## src/rtl/serial_adder.sv

```systemverilog
// Bit-serial adder: one full-add per clock, LSB first, single carry flop; three-state FSM.
// Latency: start accepted at edge k -> done pulse in the cycle after edge k+WIDTH.
// Backpressure: none; start is only sampled in IDLE and ignored (not queued) while busy.
module serial_adder #(
  parameter int WIDTH = 8
) (
  input  logic             clk,
  input  logic             rst_n,
  input  logic             start,
  input  logic [WIDTH-1:0] a,
  input  logic [WIDTH-1:0] b,
  input  logic             cin,
  output logic             busy,
  output logic             done,
  output logic [WIDTH-1:0] sum,
  output logic             cout
);

  localparam int CW = $clog2(WIDTH + 1);
  localparam logic [CW-1:0] LAST_BIT = CW'(WIDTH - 1);

  typedef enum logic [1:0] {
    IDLE = 2'd0,
    RUN  = 2'd1,
    DONE = 2'd2
  } state_t;

  state_t           r_state;
  state_t           w_state_nxt;
  logic [WIDTH-1:0] r_a_sh;
  logic [WIDTH-1:0] r_b_sh;
  logic [WIDTH-1:0] r_res;
  logic [WIDTH-1:0] r_sum;
  logic             r_carry;
  logic             r_cout;
  logic [CW-1:0]    r_cnt;

  logic             w_s;
  logic             w_c;
  logic             w_last;
  logic [WIDTH-1:0] w_res_nxt;

  assign w_s    = r_a_sh[0] ^ r_b_sh[0] ^ r_carry;
  assign w_c    = (r_a_sh[0] & r_b_sh[0]) | (r_a_sh[0] & r_carry) | (r_b_sh[0] & r_carry);
  assign w_last = (r_cnt == LAST_BIT);

  // The bit being inserted is part of the result on the final edge.
  generate
    if (WIDTH == 1) begin : g_res_w1
      assign w_res_nxt = w_s;
    end else begin : g_res_wn
      assign w_res_nxt = {w_s, r_res[WIDTH-1:1]};
    end
  endgenerate

  always_ff @(posedge clk or negedge rst_n) begin
    if (!rst_n) begin
      r_state <= IDLE;
    end else begin
      r_state <= w_state_nxt;
    end
  end

  always_comb begin
    w_state_nxt = r_state;
    case (r_state)
      IDLE:    if (start) w_state_nxt = RUN;
      RUN:     if (w_last) w_state_nxt = DONE;
      DONE:    w_state_nxt = IDLE;
      default: w_state_nxt = IDLE;
    endcase
  end

  always_ff @(posedge clk or negedge rst_n) begin
    if (!rst_n) begin
      r_a_sh  <= '0;
      r_b_sh  <= '0;
      r_res   <= '0;
      r_sum   <= '0;
      r_carry <= 1'b0;
      r_cout  <= 1'b0;
      r_cnt   <= '0;
    end else begin
      case (r_state)
        IDLE: begin
          if (start) begin
            r_a_sh  <= a;
            r_b_sh  <= b;
            r_carry <= cin;
            r_cnt   <= '0;
          end
        end
        RUN: begin
          r_carry <= w_c;
          r_a_sh  <= r_a_sh >> 1;
          r_b_sh  <= r_b_sh >> 1;
          r_res   <= w_res_nxt;
          // Ends at WIDTH, which always fits in CW bits.
          r_cnt   <= r_cnt + CW'(1);
          if (w_last) begin
            r_sum  <= w_res_nxt;
            r_cout <= w_c;
          end
        end
        default: begin
        end
      endcase
    end
  end

  assign busy = (r_state != IDLE);
  assign done = (r_state == DONE);
  assign sum  = r_sum;
  assign cout = r_cout;

endmodule

```

## config.mk

```make
export PLATFORM = sky130hd
export DESIGN_NAME = serial_adder
export DESIGN_NICKNAME = d
export VERILOG_FILES = /design/src/rtl/serial_adder.sv
export SDC_FILE = /design/constraint.sdc
export NUM_CORES = 1
export LEC_CHECK = 0
export CAP_MARGIN = 20
export CORE_ASPECT_RATIO = 1.2
export CORE_MARGIN = 3
export CORE_UTILIZATION = 51
export DETAILED_ROUTE_END_ITERATION = 7
export GPL_ROUTABILITY_DRIVEN = 0
export GPL_TIMING_DRIVEN = 0
export PLACE_DENSITY = 0.78
export SLEW_MARGIN = 0
export SYNTH_ARGS = -nofsm -noshare
export SYNTH_HDL_FRONTEND = slang
export SYNTH_SLANG_ARGS = --single-unit
```

## constraint.sdc

```tcl
create_clock -name clk -period 2 [get_ports clk]
set_clock_uncertainty 0.05 [all_clocks]
set_input_delay 0.4 -clock clk [delete_from_list [all_inputs] [get_ports clk]]
set_output_delay 0.4 -clock clk [all_outputs]
set_load 0.005 [all_outputs]
```

After elaboration in Yosys (flattened, before gate mapping)

Index checks and enable logic that the tools add are counted.

Register bits: 40

Bitwise gates (word level): 7
Reduce and logical (&&, ||, !) cells: 6
Equal/unequal tests: 5
Mux-type cells: 11
Add/subtract/negate cells: 1

Operators with widths:

| kind                | count |
|---|---|
| $pmux 8 s2          | 2 |
| $mux 8              | 2 |
| $pmux 4 s2          | 1 |
| $reduce_and 2->1    | 3 |
| $add 4x1->4 const B | 1 |
| $eq 4x3->1 const B  | 1 |
| $mux 2              | 2 |
| $mux 4              | 1 |
| $ne 2x2->1 const B  | 2 |
| $pmux 2 s2          | 1 |
| $reduce_bool 2->1   | 2 |
| $and 1x1->1         | 3 |
| $eq 2x1->1 const B  | 1 |
| $eq 2x2->1 const B  | 1 |
| $logic_not 2->1     | 1 |
| $or 1x1->1          | 2 |
| $pmux 1 s2          | 1 |
| $xor 1x1->1         | 2 |
| $mux 1              | 1 |

Logic depth before layout (Yosys ltp)

Gate-level depths: netlist of run 1.

Word-level depth: 4
Gate-level depth with buffers: 6
Depth with buffers taken out: 4

Worst setup path before layout of run 1

Ideal clock, no wire load.

Path type: reg2reg
Start: reg r_state[1]
End: reg r_cout, in the netlist cout
Data arrival time: 1.389 ns
Period minus slack after synthesis: 1.564 ns
Library setup time: 0.125 ns
Stages on the path, launching flop included: 5
Required time: 1.825 ns
Slack: 0.436 ns
Path through: dfrtp_1 nand2b_1 buf_6 nor3_4 mux2_2

Cells in the longest elaborated chain, start to end: 2

Ends and longest elaborated chain:

| element                           | line | text |
|---|---|---|
| from (decl)                       | 28   | `state_t r_state;` |
| from (signal assigned)            | 60   | `r_state <= w_state_nxt;` |
| $eq 2x1->1                        | 84   | `case (r_state)` |
| $reduce_and 2->1 (no source line) | n/a  |  |
| to (signal assigned)              | 102  | `r_cout <= w_c;` |
| to (decl)                         | 35   | `logic r_cout;` |

No other way between the ends.
A chain may end at the register's enable or synchronous reset.

Worst setup path in the final report of run 1

Start: reg r_state[1]
End: out busy

Cells in the longest elaborated chain, start to end: 1

Ends and longest elaborated chain:

| element           | line | text |
|---|---|---|
| $reduce_bool 2->1 | 111  | `assign busy = (r_state != IDLE);` |
| to (decl)         | 13   | `output logic busy,` |

No other way between the ends.

==> key figures, run 1 <==
Route
  • Total Routed Length: 3555 microns
  • Routed WL per cell: 14.87 microns
  • DRT Pass-1 Iters: 4
  • Routed vias: 1333
  • DR vias/cell: 5.577
  • Final ANT Viol Nets: 0
  • Drt initial violations: 44
  • Number of remaining DRC errors: 0

Finish
  • # diodes: 0
  • Layout cells sized above 1: 0.1330
  • Most common cell after layout, fill and taps aside: dfrtp_1
  • Most frequent cells in the layout: dfrtp_1, nand2_1, clkdlybuf4s50_1, o21ai_0
  • Layout fillers: 234
  • Final nets: 225
  • Synth-to-Final Area Change: 25.02%

CTS
  • Longest Clk Path Bufs: 2
  • Clock transition at the registers of the reported paths: 0.11 ns
  • Clock latency on the worst-skew pair: 0.34 ns
  • Clock Sinks: 39
  • H-tree depth: 2
  • # hold bufs at CTS: 0
  • CTS root buf: clkbuf_4
  • TritonCTS Buffers: 5
  • TritonCTS clock tree: yes

Global route
  • Total track usage: 0.1898
  • Vias in the first global route: 1328
  • Global-route wire length before repair: 6072 microns
  • Largest net degree at the start of global routing: 40
  • Initial antenna violation count: 0
  • Grt ovf: 0

Logic synthesis
  • Syn Inst Count: 165
  • Mapped Area: 1730 sq um
  • Seq/Total Area, Yosys: 0.5640
  • Synth Net Count: 187
  • Avg Cell Area, Syn: 10.49 sq um
  • Cell variety after synth: 22
  • Total of warnings raised by yosys: 0
  • #FFs+latches synth: 39

Worst setup path
  • Crit end category: primary output
  • Critical Path Fanout Max: 10
  • Setup crit end: busy
  • Critical path arrival: 1.48 ns
  • Reg-to-Reg End: sum[3]$_DFFE_PN0P_
  • Worst Reg-to-Reg Cells: 5
  • Crit. Startpoint: r_state[1]$_DFFE_PN0P_
  • CP Launch Type: flop
  • R2r startpoint: r_state[1]$_DFFE_PN0P_
  • Req. time, crit path: 1.55 ns
  • Critical path class: flop to primary output
  • R2r setup slk: 0.15 ns

Floorplanning
  • Die W: 59.18 microns
  • Core Area: 3166 sq um
  • I/O pin count: 31
  • Die span in y: 69.81 microns
  • # rows: 22
  • Die area: 4131 sq um
  • Initial core utilization: 0.5466

Power and ir drop
  • Max VDD drop: 0.0009072 V
  • Power Total: 2.957 mW
  • Leakage power: 0.9729 nW
  • Power Density: 1367 nW/um^2

STA
  • Fmax: 519.1 MHz
  • Final cycle utilization of the critical path: 0.9631
  • Least-Margin Pin Slew: 0.8582 ns
  • Final hold vios: 0
  • RSZ-0062 raised after global routing: no
  • Max Slew Vio Count: 0
  • Worst rel slew slack: 0.4279
  • Setup violations, final: 0
  • Hold_ws: 0.1047 ns
  • Post-layout min period: 1.926 ns

Place
  • Port buffer count: 30
  • Hpwl dp: 2487 microns

Worst hold path
  • HP Class: input port to asynchronous set/reset pin

Flow run
  • Max-cap violation count: 0

Outcome
  • Status: finished clean
==> power by group <==
group / total, mW / leakage [nW] / switching (mW) / internal, mW
clock: 0.401 / 0.0341 / 0.238 / 0.163
sequential: 1.33 / 0.506 / 0.221 / 1.11
combinational: 1.22 / 0.433 / 0.590 / 0.635
total: 2.96 / 0.973 / 1.05 / 1.91
==> Yosys cell counts <==
cell / instances / share of area
or2_2: 1 / 0.0036
clkbuf_1: 8 / 0.017
nor2_1: 2 / 0.0043
o21ai_0: 18 / 0.052
fa_1: 1 / 0.012
buf_4: 1 / 0.0043
nor3_4: 1 / 0.0094
a22o_1: 2 / 0.010
dfrtp_1: 39 / 0.56
o311ai_0: 1 / 0.0051
ha_1: 1 / 0.0072
nand2_1: 33 / 0.072
nand3_1: 2 / 0.0058
a22oi_1: 14 / 0.061
and3b_1: 1 / 0.0051
o21bai_1: 1 / 0.0043
a21oi_1: 12 / 0.035
buf_2: 1 / 0.0029
nand2b_1: 1 / 0.0036
mux2_2: 10 / 0.065
buf_6: 1 / 0.0065
nor2b_1: 14 / 0.051
==> layer usage <==
layer	vias to the layer above	GRT usage	part of all wire
li1	649	-	-
met1	647	0.2412	0.43
met2	32	0.3096	0.52
met3	5	0.03724	0.045
met4	0	0.07809	0.013
met5	-	0	0
==> what timing repair did <==
item	in CTS	in global routing
endpoints found under the hold margin	0	0
gates resized for setup	8	1
buffers inserted	2	0
endpoints found under the setup margin	2	1
==> state kept, by name, summed over array words and instances (netlist names) <==
name	flops
sum	8
r_b_sh	8
r_carry	1
r_state	2
r_cnt	4
r_res	7
r_a_sh	8
cout	1
==> how the worst min path moves through the flow <==
stage                          from                   end  slack [ns]  depth (start not counted)
2_1_floorplan                 rst_n      cout$_DFFE_PN0P_        0.05                          0
3_3_place_gp   r_res[1]$_DFFE_PN0P_  r_res[1]$_DFFE_PN0P_        0.41                          2
3_5_place_dp   r_res[1]$_DFFE_PN0P_  r_res[1]$_DFFE_PN0P_        0.42                          2
4_1_cts                       rst_n    sum[0]$_DFFE_PN0P_        0.13                          1
5_1_grt                       rst_n    sum[0]$_DFFE_PN0P_        0.17                          1
6_report                      rst_n    sum[0]$_DFFE_PN0P_        0.10                          1
==> critical path, stage by stage (launching register included) <==
cell and delay [ns]:
dfrtp_1 0.43, clkbuf_8 0.18, or2_2 0.27, dlygate4sd2_1 0.26
==> cells by family after synthesis <==
group | synth area share
multiplexers | 0.06508
flip-flops | 0.5640
AO/OA/AOI/OAI | 0.1670
adder cells (fa/ha/maj) | 0.01880
buffers and inverters | 0.03109
AND/OR/NAND/NOR | 0.1540
==> per-stage QoR <==
stage | util | worst slack [ns] | cell area [sq um] | setup TNS (ns) | cells
final | 0.6834 | 0.07371 | 2163 | 0 | 239
after global routing | 0.6834 | 0.02470 | 2163 | 0 | 239
after CTS | 0.6826 | 0.02632 | 2161 | 0 | 239
after detailed placement | 0.6542 | 0.008790 | 2071 | 0 | 231
after global placement | 0.6557 | -0.3837 | 2076 | -14.90 | 231
after floorplan | - | 0.4361 | 1730 | 0 | 165
==> layout make-up <==
cell class | instances | area (sq um) | area share
multi-input cells | 115 | 700.7 | 0.3239
flip-flops and latches | 39 | 975.9 | 0.4511
plain buffers | 10 | 73.82 | 0.03412
clock inverters | 1 | 5.005 | 0.002313
clock buffers | 6 | 51.30 | 0.02371
well taps | 36 | 45.04 | 0.02082
repair buffers | 32 | 311.5 | 0.1440
Note: power is estimated with default switching activity, not from simulation.
==> run 2: changes to the inputs <==
Settings changed: GPL_TIMING_DRIVEN 0 to unset.
==> run 2 against run 1 <==
Compared with the run above:
- setup slack worse by 0.030 ns
- sequential cell count unchanged
- final cell count down 0.84%
- final area down 0.98%
- clock-buffer cell count unchanged
- critical endpoint unchanged
- highest routed layer unchanged
==> key figures, run 2 (synthesized netlist as in run 1, its figures left out) <==
Outcome
  • Status: finished clean

Worst setup path
  • Critical path arrival: 1.51 ns
  • CP Launch Type: flop
  • Crit end category: primary output
  • Reg-to-Reg End: sum[3]$_DFFE_PN0P_
  • R2r setup slk: 0.19 ns
  • Worst Reg-to-Reg Cells: 4
  • Req. time, crit path: 1.55 ns
  • R2r startpoint: r_state[1]$_DFFE_PN0P_
  • Crit. Startpoint: r_state[1]$_DFFE_PN0P_
  • Critical Path Fanout Max: 3
  • Critical path class: flop to primary output

Floorplanning
  • Core Area: 3166 sq um
  • I/O pin count: 31
  • Die W: 59.18 microns
  • # rows: 22
  • Initial core utilization: 0.5466
  • Die area: 4131 sq um
  • Die span in y: 69.81 microns

Place
  • Placed cell count: 229
  • Port buffer count: 30
  • Hpwl dp: 2591 microns

Finish
  • Sequential cell area: 977.2 sq um
  • # diodes: 0
  • Most frequent cells in the layout: dfrtp_1, nand2_1, clkdlybuf4s50_1, o21ai_0
  • Final nets: 224
  • Layout cells sized above 1: 0.1493
  • Area of the multi-input gates: 700.7 sq um
  • Synth-to-Final Area Change: 23.79%
  • Layout fillers: 258
  • Most common cell after layout, fill and taps aside: dfrtp_1
  • Cell Count, Final, Fillers Out: 237

Power and ir drop
  • Max VDD drop: 0.001059 V
  • Power Total: 2.932 mW
  • Leakage power: 0.9522 nW
  • Power Density: 1369 nW/um^2

CTS
  • H-tree depth: 2
  • TritonCTS clock tree: yes
  • Clock latency on the worst-skew pair: 0.34 ns
  • Clock Sinks: 39
  • Longest Clk Path Bufs: 2
  • TritonCTS Buffers: 5
  • CTS root buf: clkbuf_4
  • Clock transition at the registers of the reported paths: 0.10 ns

Worst hold path
  • HP Class: input port to asynchronous set/reset pin

Route
  • Total Routed Length: 3655 microns
  • Routed vias: 1347
  • Routed WL per cell: 15.42 microns
  • Number of remaining DRC errors: 0
  • DRT Pass-1 Iters: 4
  • Final ANT Viol Nets: 0
  • DR vias/cell: 5.684
  • Drt initial violations: 57

Flow run
  • Max-cap violation count: 0

Global route
  • Global-route wire length before repair: 6092 microns
  • Largest net degree at the start of global routing: 40
  • Grt ovf: 0
  • Initial antenna violation count: 0
  • Vias in the first global route: 1334
  • Total track usage: 0.1933

STA
  • RSZ-0062 raised after global routing: no
  • Fmax: 511.3 MHz
  • Max Slew Vio Count: 0
  • Final cycle utilization of the critical path: 0.9779
  • Post-layout min period: 1.956 ns
  • Least-Margin Pin Slew: 0.4990 ns
  • Final hold vios: 0
  • Setup TNS: 0 ns
  • Worst rel slew slack: 0.6673
  • Setup violations, final: 0
==> run 2: changes by cell type in the layout (fill, tap and decap cells not counted), sizes merged <==
cell           delta
clkdlybuf4s50     +2
buf               +5
clkinv            -1
dlymetal6s2s      -1
clkbuf            -6
dlygate4sd2       -1
==> run 2: metal layers <==
layer	vias up	global-route usage	routed length (microns)
met4	0	0.08060	66
met1	659	0.2279	1481
met3	6	0.05400	171
met5	-	0	0
li1	647	-	-
met2	35	0.3219	1935
==> run 2: final cells by class <==
| class | count | area share |
|---|---|---|
| clock buffer | 6 | 0.01928 |
| multi-input combinational | 115 | 0.3271 |
| sequential | 39 | 0.4562 |
| tap | 36 | 0.02103 |
| timing repair buffer | 41 | 0.1764 |
==> run 2: how the worst max path moves through the flow <==
stage                                       end  slack, ns  cells after the start
final                                      busy       0.04                      2
after global routing                       busy       0.01                      2
after CTS                                  busy       0.03                      2
after detailed placement  r_b_sh[5]$_DFFE_PN0P_       0.03                      4
after global placement    r_b_sh[1]$_DFFE_PN0P_       0.20                      4
after floorplan                cout$_DFFE_PN0P_       0.44                      4
==> run 2: timing repair <==
action | CTS | global route
setup buffers | 2 | 0
hold buffers | 0 | 0
gates resized for setup | 1 | 0
endpoints found under the setup margin | 2 | 0
==> run 2: per-stage QoR <==
step / setup WS [ns] / hold WS (ns) / instance area (sq um) / utilization
after floorplan: 0.4361 / 0.05441 / 1730 / -
after global placement: 0.2044 / 0.4019 / 2085 / 0.6585
after detailed placement: 0.03124 / 0.4283 / 2085 / 0.6585
after CTS: 0.03230 / 0.05232 / 2142 / 0.6767
after global routing: 0.01107 / 0.07177 / 2142 / 0.6767
final: 0.04420 / 0.04251 / 2142 / 0.6767
==> run 2: critical path, cell delays in order (launching register included) <==
cell and delay [ns]:
dfrtp_2 0.44, or2_2 0.28, clkdlybuf4s50_1 0.46
==> run 2: power breakdown <==
group | switching, mW | total, mW | internal, mW
combinational | 0.590 | 1.23 | 0.637
clock | 0.233 | 0.359 | 0.125
sequential | 0.236 | 1.35 | 1.11
total | 1.06 | 2.93 | 1.87
